**config.mk**
```make
export PLATFORM = sky130hd
export DESIGN_NAME = capture_ctrl
export DESIGN_NICKNAME = d
export VERILOG_FILES = /design/src/rtl/capture_ctrl.sv
export SDC_FILE = /design/constraint.sdc
export NUM_CORES = 1
export LEC_CHECK = 0
export CAP_MARGIN = 30
export CORE_MARGIN = 3
export CORE_UTILIZATION = 59
export CTS_CLUSTER_DIAMETER = 30
export CTS_CLUSTER_SIZE = 28
export DETAILED_ROUTE_END_ITERATION = 7
export PLACE_DENSITY = 0.87
export SETUP_SLACK_MARGIN = 0.2
export SYNTH_ARGS = -nofsm -noshare
export SYNTH_HDL_FRONTEND = slang
export SYNTH_SLANG_ARGS = --single-unit
```
**constraint.sdc**
```tcl
create_clock -name clk -period 7.3 [get_ports clk]
set_input_delay 1.825 -clock clk [delete_from_list [all_inputs] [get_ports clk]]
set_output_delay 1.825 -clock clk [all_outputs]
set_load 0.02 [all_outputs]
```
**src/rtl/capture_ctrl.sv**
```systemverilog
// capture_ctrl: circular-buffer capture FSM with pre-trigger history and post-trigger count
module capture_ctrl #(
  parameter int ENTRIES = 384,
  parameter int LOG2 = 9
) (
  input  logic            clk,
  input  logic            rst,
  input  logic            run,
  input  logic            wrt_smpl,
  input  logic            triggered,
  input  logic [LOG2-1:0] trig_pos,
  output logic            we,
  output logic [LOG2-1:0] waddr,
  output logic            armed,
  output logic            set_capture_done,
  output logic [LOG2-1:0] addr_ptr,
  output logic            capturing
);
  localparam logic [2:0] IDLE = 3'd0, PRE = 3'd1, ARMED = 3'd2, POST = 3'd3, DONE = 3'd4;
  localparam logic [LOG2:0] ENT = (LOG2+1)'(ENTRIES);
  localparam logic [LOG2-1:0] LAST = LOG2'(ENTRIES - 1);
  logic [2:0] state, state_nxt;
  logic [LOG2:0] smpl_cnt, smpl_nxt, thr;
  logic [LOG2-1:0] post_cnt, post_nxt, tp, waddr_nxt;
  logic finish;
  assign tp = trig_pos == '0 ? LOG2'(1) : ({1'b0, trig_pos} >= ENT ? LAST : trig_pos);
  assign thr = ENT - {1'b0, tp};
  assign capturing = state == PRE || state == ARMED || state == POST;
  assign we = wrt_smpl & capturing & ~rst;
  assign waddr_nxt = we ? (waddr == LAST ? '0 : waddr + LOG2'(1)) : waddr;
  assign smpl_nxt = we && smpl_cnt != ENT ? smpl_cnt + (LOG2+1)'(1) : smpl_cnt;
  assign post_nxt = we && state == POST ? post_cnt + LOG2'(1) : post_cnt;
  assign finish = state == POST && state_nxt == DONE;
  always_comb begin
    state_nxt = state;
    case (state)
      IDLE:    state_nxt = run ? PRE : IDLE;
      PRE:     state_nxt = !run ? IDLE : (smpl_nxt >= thr ? ARMED : PRE);
      ARMED:   state_nxt = !run ? IDLE : (triggered ? POST : ARMED);
      POST:    state_nxt = !run ? IDLE : (post_nxt >= tp ? DONE : POST);
      DONE:    state_nxt = run ? DONE : IDLE;
      default: state_nxt = IDLE;
    endcase
  end
  always_ff @(posedge clk) begin
    if (rst) begin
      state <= IDLE;
      waddr <= '0;
      smpl_cnt <= '0;
      post_cnt <= '0;
      addr_ptr <= '0;
      armed <= 1'b0;
      set_capture_done <= 1'b0;
    end else begin
      state <= state_nxt;
      armed <= state_nxt == ARMED;
      set_capture_done <= finish;
      waddr <= state == IDLE && run ? '0 : waddr_nxt;
      smpl_cnt <= state == IDLE && run ? '0 : smpl_nxt;
      post_cnt <= state == IDLE && run ? '0 : post_nxt;
      if (finish) addr_ptr <= waddr_nxt;
    end
  end
endmodule

```
# [Word-level counts from Yosys, hierarchy flattened]
# Index checks and enable logic that the tools add are counted.
[totals] ramBits=0 rom_bits=0 latch_bits=0 memories=0 register_bits=42 out_inout_bits=22 inputBits=14
[classes] add_sub_neg=4 n_lt_le_gt_ge=3 div=0 reduce_logical=9 mul=0 n_bitwise=3 shifts=0 mux=15 n_eq_ne=8
[op_table] operator="9-bit two-way mux" n=5
[op_table] operator="9-bit by 1-bit adder with 9-bit output, second input constant" n=2
[op_table] operator="3-bit case mux with 5 select lines" n=1
[op_table] operator="10-bit by 1-bit adder with 10-bit output, second input constant" n=1
[op_table] operator="10-bit greater-or-equal comparator" n=1
[op_table] operator="10-bit two-way mux" n=1
[op_table] operator="10-bit by 9-bit != test with 1-bit output, second input constant" n=1
[op_table] operator="9-bit by 9-bit subtractor with 10-bit output, first input constant" n=1
[op_table] operator="3-bit by 2-bit == test with 1-bit output, second input constant" n=3
[op_table] operator="9-bit == test, second input constant" n=1
[op_table] operator="9-bit greater-or-equal comparator" n=1
[op_table] operator="9-bit greater-or-equal comparator, second input constant" n=1
[op_table] operator="9-bit zero test" n=1
[op_table] operator="3-bit two-way mux" n=3
[op_table] operator="3-bit == test, second input constant" n=2
[op_table] operator="2-bit two-way mux" n=3
[op_table] operator="1-bit logical AND" n=4
[op_table] operator="3-bit by 1-bit == test with 1-bit output, second input constant" n=1
[op_table] operator="3-bit zero test" n=1
[op_table] operator="1-bit AND" n=2
[op_table] operator="1-bit logical OR" n=2
[op_table] operator="1-bit two-way mux" n=2
[op_table] operator="2-bit OR reduction" n=1
[op_table] operator="1-bit inverter" n=1

# [Longest topological paths before layout]
# Gate-level depths: netlist of run 1.
[depth] word_depth=13 mapped_depth=13

# [Least setup slack after synthesis of run 1]
# No wires, ideal clock.
[synth_timing] kind="input to output" startpoint="input port rst" endpoint="output port we" path_slack_ps=2923 path_stages=3 arrival_time_ps=2552 path_cell_list="clkbuf_2 -> nand2b_1 -> nor2_2"
[synth_between] elab_chain_cells=2
[synth_lines] element="start, declared" line="7" text="input logic rst,"
[synth_lines] element="1-bit inverter" line="29" text="assign we = wrt_smpl & capturing & ~rst;"
[synth_lines] element="1-bit AND" line="29"
[synth_lines] element="end, declared" line="12" text="output logic we,"
# No other way between the ends.

# [Final worst setup path of run 1]
# Ends and elaborated chain as after synthesis.

==> impl_metrics.ini, run 1 <==
[synth]
avgSynthCellArea_um2 = 8.84
synth_top_cell_area_share_pct = 32.3
ys.warnings.count = 0
synth_fp_nets = 332
ys_types = 51
synthCells = 294
synth_most_common_cell = dfxtp_1
async_flop_share_pct = 0
ys.flop_type = dfxtp_1
syn-cell-area_um2 = 2600
ys_seq_area_share_pct = 32.3
synth_edf_count = 0
synth_area_leaders = dfxtp_1 (32%), ha_1 (12%), nor2b_1 (6.3%), xnor2_1 (5.4%), nor2_1 (4.9%)
yosysTopAreaCell = dfxtp_1
yosys_register_bits = 42
ys_top_cells_by_count = dfxtp_1 (42), nor2_1 (34), nor2b_1 (26)

[route]
route.top_layer_used = met4
routed_wl_um = 5790
wl_met1_um = 2470
num_vias = 2222
drtAntennaViolNets = 0
met3WireLength_um = 325
drt_iter0_drc = 154
drc = 0
vias_per_cell = 5.82
met2_wirelength_um = 2830
dr.pass1.iters = 4
post_drt_wl_per_cell_um = 15.1

[final_layout]
fillers = 288
finish.utilization_pct = 75.3
area_growth_pct = 19.2
nets = 369
layout-drive-gt1-share_pct = 9.34
antennaDiodeCount = 0

[worst_setup_path]
end_kind = output pin
crit_top_cell = clkdlybuf4s50_1
crit_arrival_ns = 3.73
critPathLaunch = rst
required_ns = 5.48
cp_slowest_cell = clkdlybuf4s50_1
cp_max_fo = 27
critPathMaxStageDelay_ns = 0.68
path_delay_family = buffers and inverters
path_cells = clkdlybuf4s50_1 > buf_4 > nand2b_1 > nor2_2 > clkdlybuf4s50_1
cp-start-kind = primary input
path_buf_inv = 3
rr_startpoint = state[1]$_SDFF_PP0_
worst-setup-path-type = in -> out

[global_route]
grt-ovfl-total = 0
gr-usage-all-layers_pct = 24.6
antenna_found_initial = 0
grt_pass1_vias = 2249
grt_first_pass_wirelength_um = 10200
grt_start_max_net_pins = 28

[worst_hold_path]
hold_class = reg -> reg
min_from = addr_ptr[5]$_SDFFE_PP0P_

[floorplan]
rows = 23
start_util_pct = 63.2
num_io_pins = 36
fp.dieH_um = 72.4
core-area_um2 = 4120
die_w_um = 72.4
dieArea_um2 = 5240

[cts]
cts_sinks = 42
htreeDepth = 2
cts_resized = 0
cts_root_buf = clkbuf_8
cts_setup_buffers = 0
cts_tree = built
clk_pin_slew_worst_paths_ns = 0.07
clock_path_buffers = 2
insertion_delay_ns = 0.30
hold_buffers = 0
cts_inserted_buffers = 5

[timing]
min_period_ns = 5.56
relSlewSlack_pct = 37.1
fin_crit_sh_pct = 76.1
max_clock_freq_mhz = 180
report.final.setup_viol = 0
worst_pin_slew_ns = 0.943
worst_slack_ns = 1.74
tns_ns = 0
skew_ns = 0.00778
rsz0062_at_grt = false
slew_violations = 0
finalHoldViolations = 0

[place]
hpwl_um = 4290
place_ws_ns = 1.76
numPortBuffers = 35
gp_congestion = 0.852

[power_and_ir_drop]
ir_drop_mv = 0.188
cellLeakagePower_nw = 1.25
power_density_nw_per_um2 = 147

[run]
drv_cap = 0

[run_status]
status = complete, no violations
==> layout by cell type (no fill, tap or decap), drive strengths merged, types with 4 or more instances in the layout <==
| cell type | Yosys | final |
|---|---|---|
| mux2 | 8 | 8 |
| a31oi | 4 | 4 |
| xor2 | 12 | 12 |
| nor2b | 27 | 27 |
| nand4 | 8 | 8 |
| nand2 | 14 | 14 |
| xnor2 | 16 | 16 |
| a21oi | 11 | 11 |
| ha | 24 | 24 |
| mux2i | 7 | 7 |
| dfxtp | 42 | 42 |
| nand3 | 12 | 12 |
| inv | 7 | 7 |
| nand2b | 12 | 12 |
| nor3 | 10 | 10 |
| o21ai | 6 | 6 |
| clkdlybuf4s50 | 0 | 35 |
| nor2 | 35 | 35 |
| nor4 | 5 | 5 |
| clkbuf | 5 | 8 |
==> flip-flops by register name (all words and copies together) (netlist names) <==
name              flops
waddr                 9
state                 3
smpl_cnt             10
set_capture_done      1
post_cnt              9
addr_ptr              9
armed                 1
==> metrics by stage <==
stage / total power, W / instances / hold WS, ns / cell area (µm²)
after floorplan: 0.000269 / 294 / 0.469 / 2600
after global placement: 0.000286 / 374 / 0.465 / 2990
after detailed placement: 0.000287 / 374 / 0.476 / 2990
after CTS: 0.000460 / 382 / 0.486 / 3100
after global routing: 0.000477 / 382 / 0.515 / 3100
final: 0.000455 / 382 / 0.479 / 3100
==> worst reg2reg max path: cells and delay by family, from the launching register on <==
family / cells / cell delay (ns)
muxes: 1 / 0.39
xor gates and xnor gates: 1 / 0.23
adders and majority gates: 1 / 0.27
AOI/OAI and AO/OA: 3 / 0.70
and+or+nand+nor: 4 / 0.87
DFF: 1 / 0.48
==> routing by layer <==
layer / track usage (%) / vias to the layer above
met5: 0 / -
met4: 9.43 / 0
met3: 8.59 / 17
met2: 39.3 / 51
met1: 30.4 / 1054
li1: - / 1100
==> kinds of logic (layout without fill, tap and decap cells) <==
group / count (synthesis) / after routing / synth area share, %
AOI/OAI and AO/OA: 31 / 31 / 8.47
xor gates and xnor gates: 28 / 28 / 9.43
adders and majority gates: 24 / 24 / 11.5
buffers and inverters: 13 / 51 / 2.21
DFF: 42 / 42 / 32.3
muxes: 15 / 15 / 6.16
other: 1 / 1 / 0.144
and+or+nand+nor: 140 / 140 / 29.7
==> cell type report <==
class / count / area, µm² / area share, %
Multi-Input combinational cell: 239 / 1700 / 54.9
Sequential cell: 42 / 841 / 27.1
Timing Repair Buffer: 36 / 358 / 11.5
Inverter: 7 / 26.3 / 0.848
Clock buffer: 8 / 110 / 3.55
Tap cell: 50 / 62.6 / 2.02
==> report_power, final <==
part	internal (W)	total, W	switching (W)
combinational	0.0000217	0.0000516	0.0000299
clock	0.0000954	0.000172	0.0000768
sequential	0.000230	0.000231	0.00000153
total	0.000347	0.000455	0.000108
==> worst paths after layout <==
check / endpoint / slack (ns) / cells after the start
setup / recovery: we / 1.74 / 5
hold / removal: addr_ptr[5]$_SDFFE_PP0P_ / 0.48 / 2
setup reg to reg: addr_ptr[1]$_SDFFE_PP0P_ / 4.25 / 10
hold reg to reg: addr_ptr[5]$_SDFFE_PP0P_ / 0.48 / 2
No activity file was read; power rests on OpenSTA's default activity.
==> run 2, diff against run 1 <==
--- a/config.mk
+++ b/config.mk
@@ -7,11 +7,11 @@
 export LEC_CHECK = 0
 export CAP_MARGIN = 30
 export CORE_MARGIN = 3
-export CORE_UTILIZATION = 59
+export CORE_UTILIZATION = 50
 export CTS_CLUSTER_DIAMETER = 30
 export CTS_CLUSTER_SIZE = 28
 export DETAILED_ROUTE_END_ITERATION = 7
-export PLACE_DENSITY = 0.87
+export PLACE_DENSITY = 0.79
 export SETUP_SLACK_MARGIN = 0.2
 export SYNTH_ARGS = -nofsm -noshare
 export SYNTH_HDL_FRONTEND = slang
==> constraint.sdc (replaced) <==
create_clock -name clk -period 5.06 [get_ports clk]
set_input_delay 1.265 -clock clk [delete_from_list [all_inputs] [get_ports clk]]
set_output_delay 1.265 -clock clk [all_outputs]
set_load 0.02 [all_outputs]
==> run 2 against run 1 <==
Against the previous run: sequential share of layout area fell by 0.42 points; register-to-register slack got worse by 2.2 ns; die area up 16%; wire length is 2.2% lower; sequential power is 45% higher; clock power rose by 88%; combinational power up 39%; largest cell class unchanged.
==> impl_metrics.ini, run 2 (same netlist as run 1, synthesis figures left out) <==
[route]
post_drt_wl_per_cell_um = 14.2
drc = 0
drt_iter0_drc = 113
vias_per_cell = 5.32
drtAntennaViolNets = 0
dr.pass1.iters = 4
num_vias = 2121
routed_wl_um = 5660

[final_layout]
area_growth_pct = 21.1
register_area_um2 = 841
multi_input_area_um2 = 1700
final_cell_area_um2 = 3150
antennaDiodeCount = 0
layout-drive-gt1-share_pct = 9.34
nets = 369
largest_reg_flops = 10
mostFrequentLayoutCells = dfxtp_1 (42), clkdlybuf4s50_1 (35), nor2_1 (34)
largest-register = smpl_cnt
fillers = 437
final_common_cell = dfxtp_1

[worst_setup_path]
cp-start-kind = primary input
r2r_cells = 10
worst-setup-path-type = in -> out
rr_startpoint = state[1]$_SDFF_PP0_
cp_slowest_cell = clkdlybuf4s50_1
reg2reg_slack_ns = 2.08
path_cells = clkdlybuf4s50_1 > nand2b_1 > nor2_2 > clkdlybuf4s50_1
cp_max_fo = 6
crit_top_cell = clkdlybuf4s50_1
end_kind = output pin
reg2reg_to = addr_ptr[1]$_SDFFE_PP0P_
critPathMaxStageDelay_ns = 0.67
required_ns = 3.80
crit_arrival_ns = 3.00

[cts]
htreeDepth = 2
cts_resized = 0
clock_path_buffers = 2
clk_pin_slew_worst_paths_ns = 0.09
insertion_delay_ns = 0.30
cts_sinks = 42
hold_buffers = 0
cts_tree = built
cts_inserted_buffers = 5
cts_root_buf = clkbuf_8
cts_setup_buffers = 0

[timing]
relSlewSlack_pct = 39.7
skew_ns = 0.00512
slew_violations = 0
tns_ns = 0
worst_pin_slew_ns = 0.904
fin_crit_sh_pct = 84.3
report.final.setup_viol = 0
rsz0062_at_grt = false
finalHoldViolations = 0
max_clock_freq_mhz = 235
min_period_ns = 4.26

[floorplan]
start_util_pct = 53.3
die_w_um = 78.1
fp.dieH_um = 78.1
core-area_um2 = 4880
num_io_pins = 36
rows = 25
dieArea_um2 = 6100

[worst_hold_path]
hold_class = reg -> reg
holdPathEnd = addr_ptr[0]$_SDFFE_PP0P_
min_path_cells = 2
min_from = addr_ptr[0]$_SDFFE_PP0P_

[global_route]
grt_first_pass_wirelength_um = 9880
grt-ovfl-total = 0
antenna_found_initial = 0
grt_pass1_vias = 2068
gr-usage-all-layers_pct = 20.2
grt_start_max_net_pins = 27

[run]
drv_cap = 0

[place]
placed_area_um2 = 3010
gp_congestion = 0.848
numPortBuffers = 35
hpwl_um = 4320

[power_and_ir_drop]
power_density_nw_per_um2 = 232
power_w = 0.000730
ir_drop_mv = 0.165
cellLeakagePower_nw = 1.26

[run_status]
status = complete, no violations
run 2: cell count changes in the layout (fill, tap and decap cells not counted):
cell / delta
clkinv_4: +1
clkbuf_8: -3
bufinv_16: +2
run 2: cell type report:
| class | count | area share (%) |
|---|---|---|
| multi-input cells | 239 | 54.1 |
| flip-flops and latches | 42 | 26.7 |
| repair buffers | 36 | 11.4 |
| well taps | 67 | 2.66 |
| clock buffers | 5 | 2.19 |
| clock inverters | 3 | 2.19 |
| inverters | 7 | 0.835 |
run 2: stage by stage:
stage | instances | setup WS (ns) | hold slack, ns | utilization [%]
global route | 399 | 0.669 | 0.523 | 64.5
global placement | 391 | 0.781 | 0.472 | 61.7
floorplan | 294 | 1.41 | 0.469 | -
CTS | 399 | 0.781 | 0.497 | 64.5
detailed placement | 391 | 0.709 | 0.482 | 61.7
finish | 399 | 0.796 | 0.494 | 64.5
run 2: power breakdown:
part	leakage (nW)	total, W	switching [W]	internal, W
Combinational	0.849	0.0000719	0.0000408	0.0000311
Sequential	0.339	0.000334	0.00000229	0.000332
Clock	0.0683	0.000324	0.000126	0.000198
Total	1.26	0.000730	0.000169	0.000561
run 2: worst max-delay path by stage:
stage	startpoint	to	slack [ns]	cells past startpoint
after global routing	wrt_smpl	we	0.67	4
after floorplan	rst	addr_ptr[1]$_SDFFE_PP0P_	1.41	11
after CTS	wrt_smpl	we	0.78	4
after global placement	trig_pos[7]	armed$_SDFF_PP0_	0.78	13
final	wrt_smpl	we	0.80	4
after detailed placement	trig_pos[7]	armed$_SDFF_PP0_	0.71	13
run 2: per-layer routing:
metal  share of wire (%)  global-route usage (%)  wire length, µm  vias up
li1                    -                       -                -     1096
met1                  48                    27.1             2700      964
met2                  46                    31.8             2590       51
met3                 4.5                    5.05              255       10
met4                 2.2                    6.64              122        0
met5                   0                       0                0        -
run 2: critical path: cells and delay by family:
family                 cells  cell delay [ns]
AND/OR/NAND/NOR            2             0.52
buffers and inverters      2             1.21
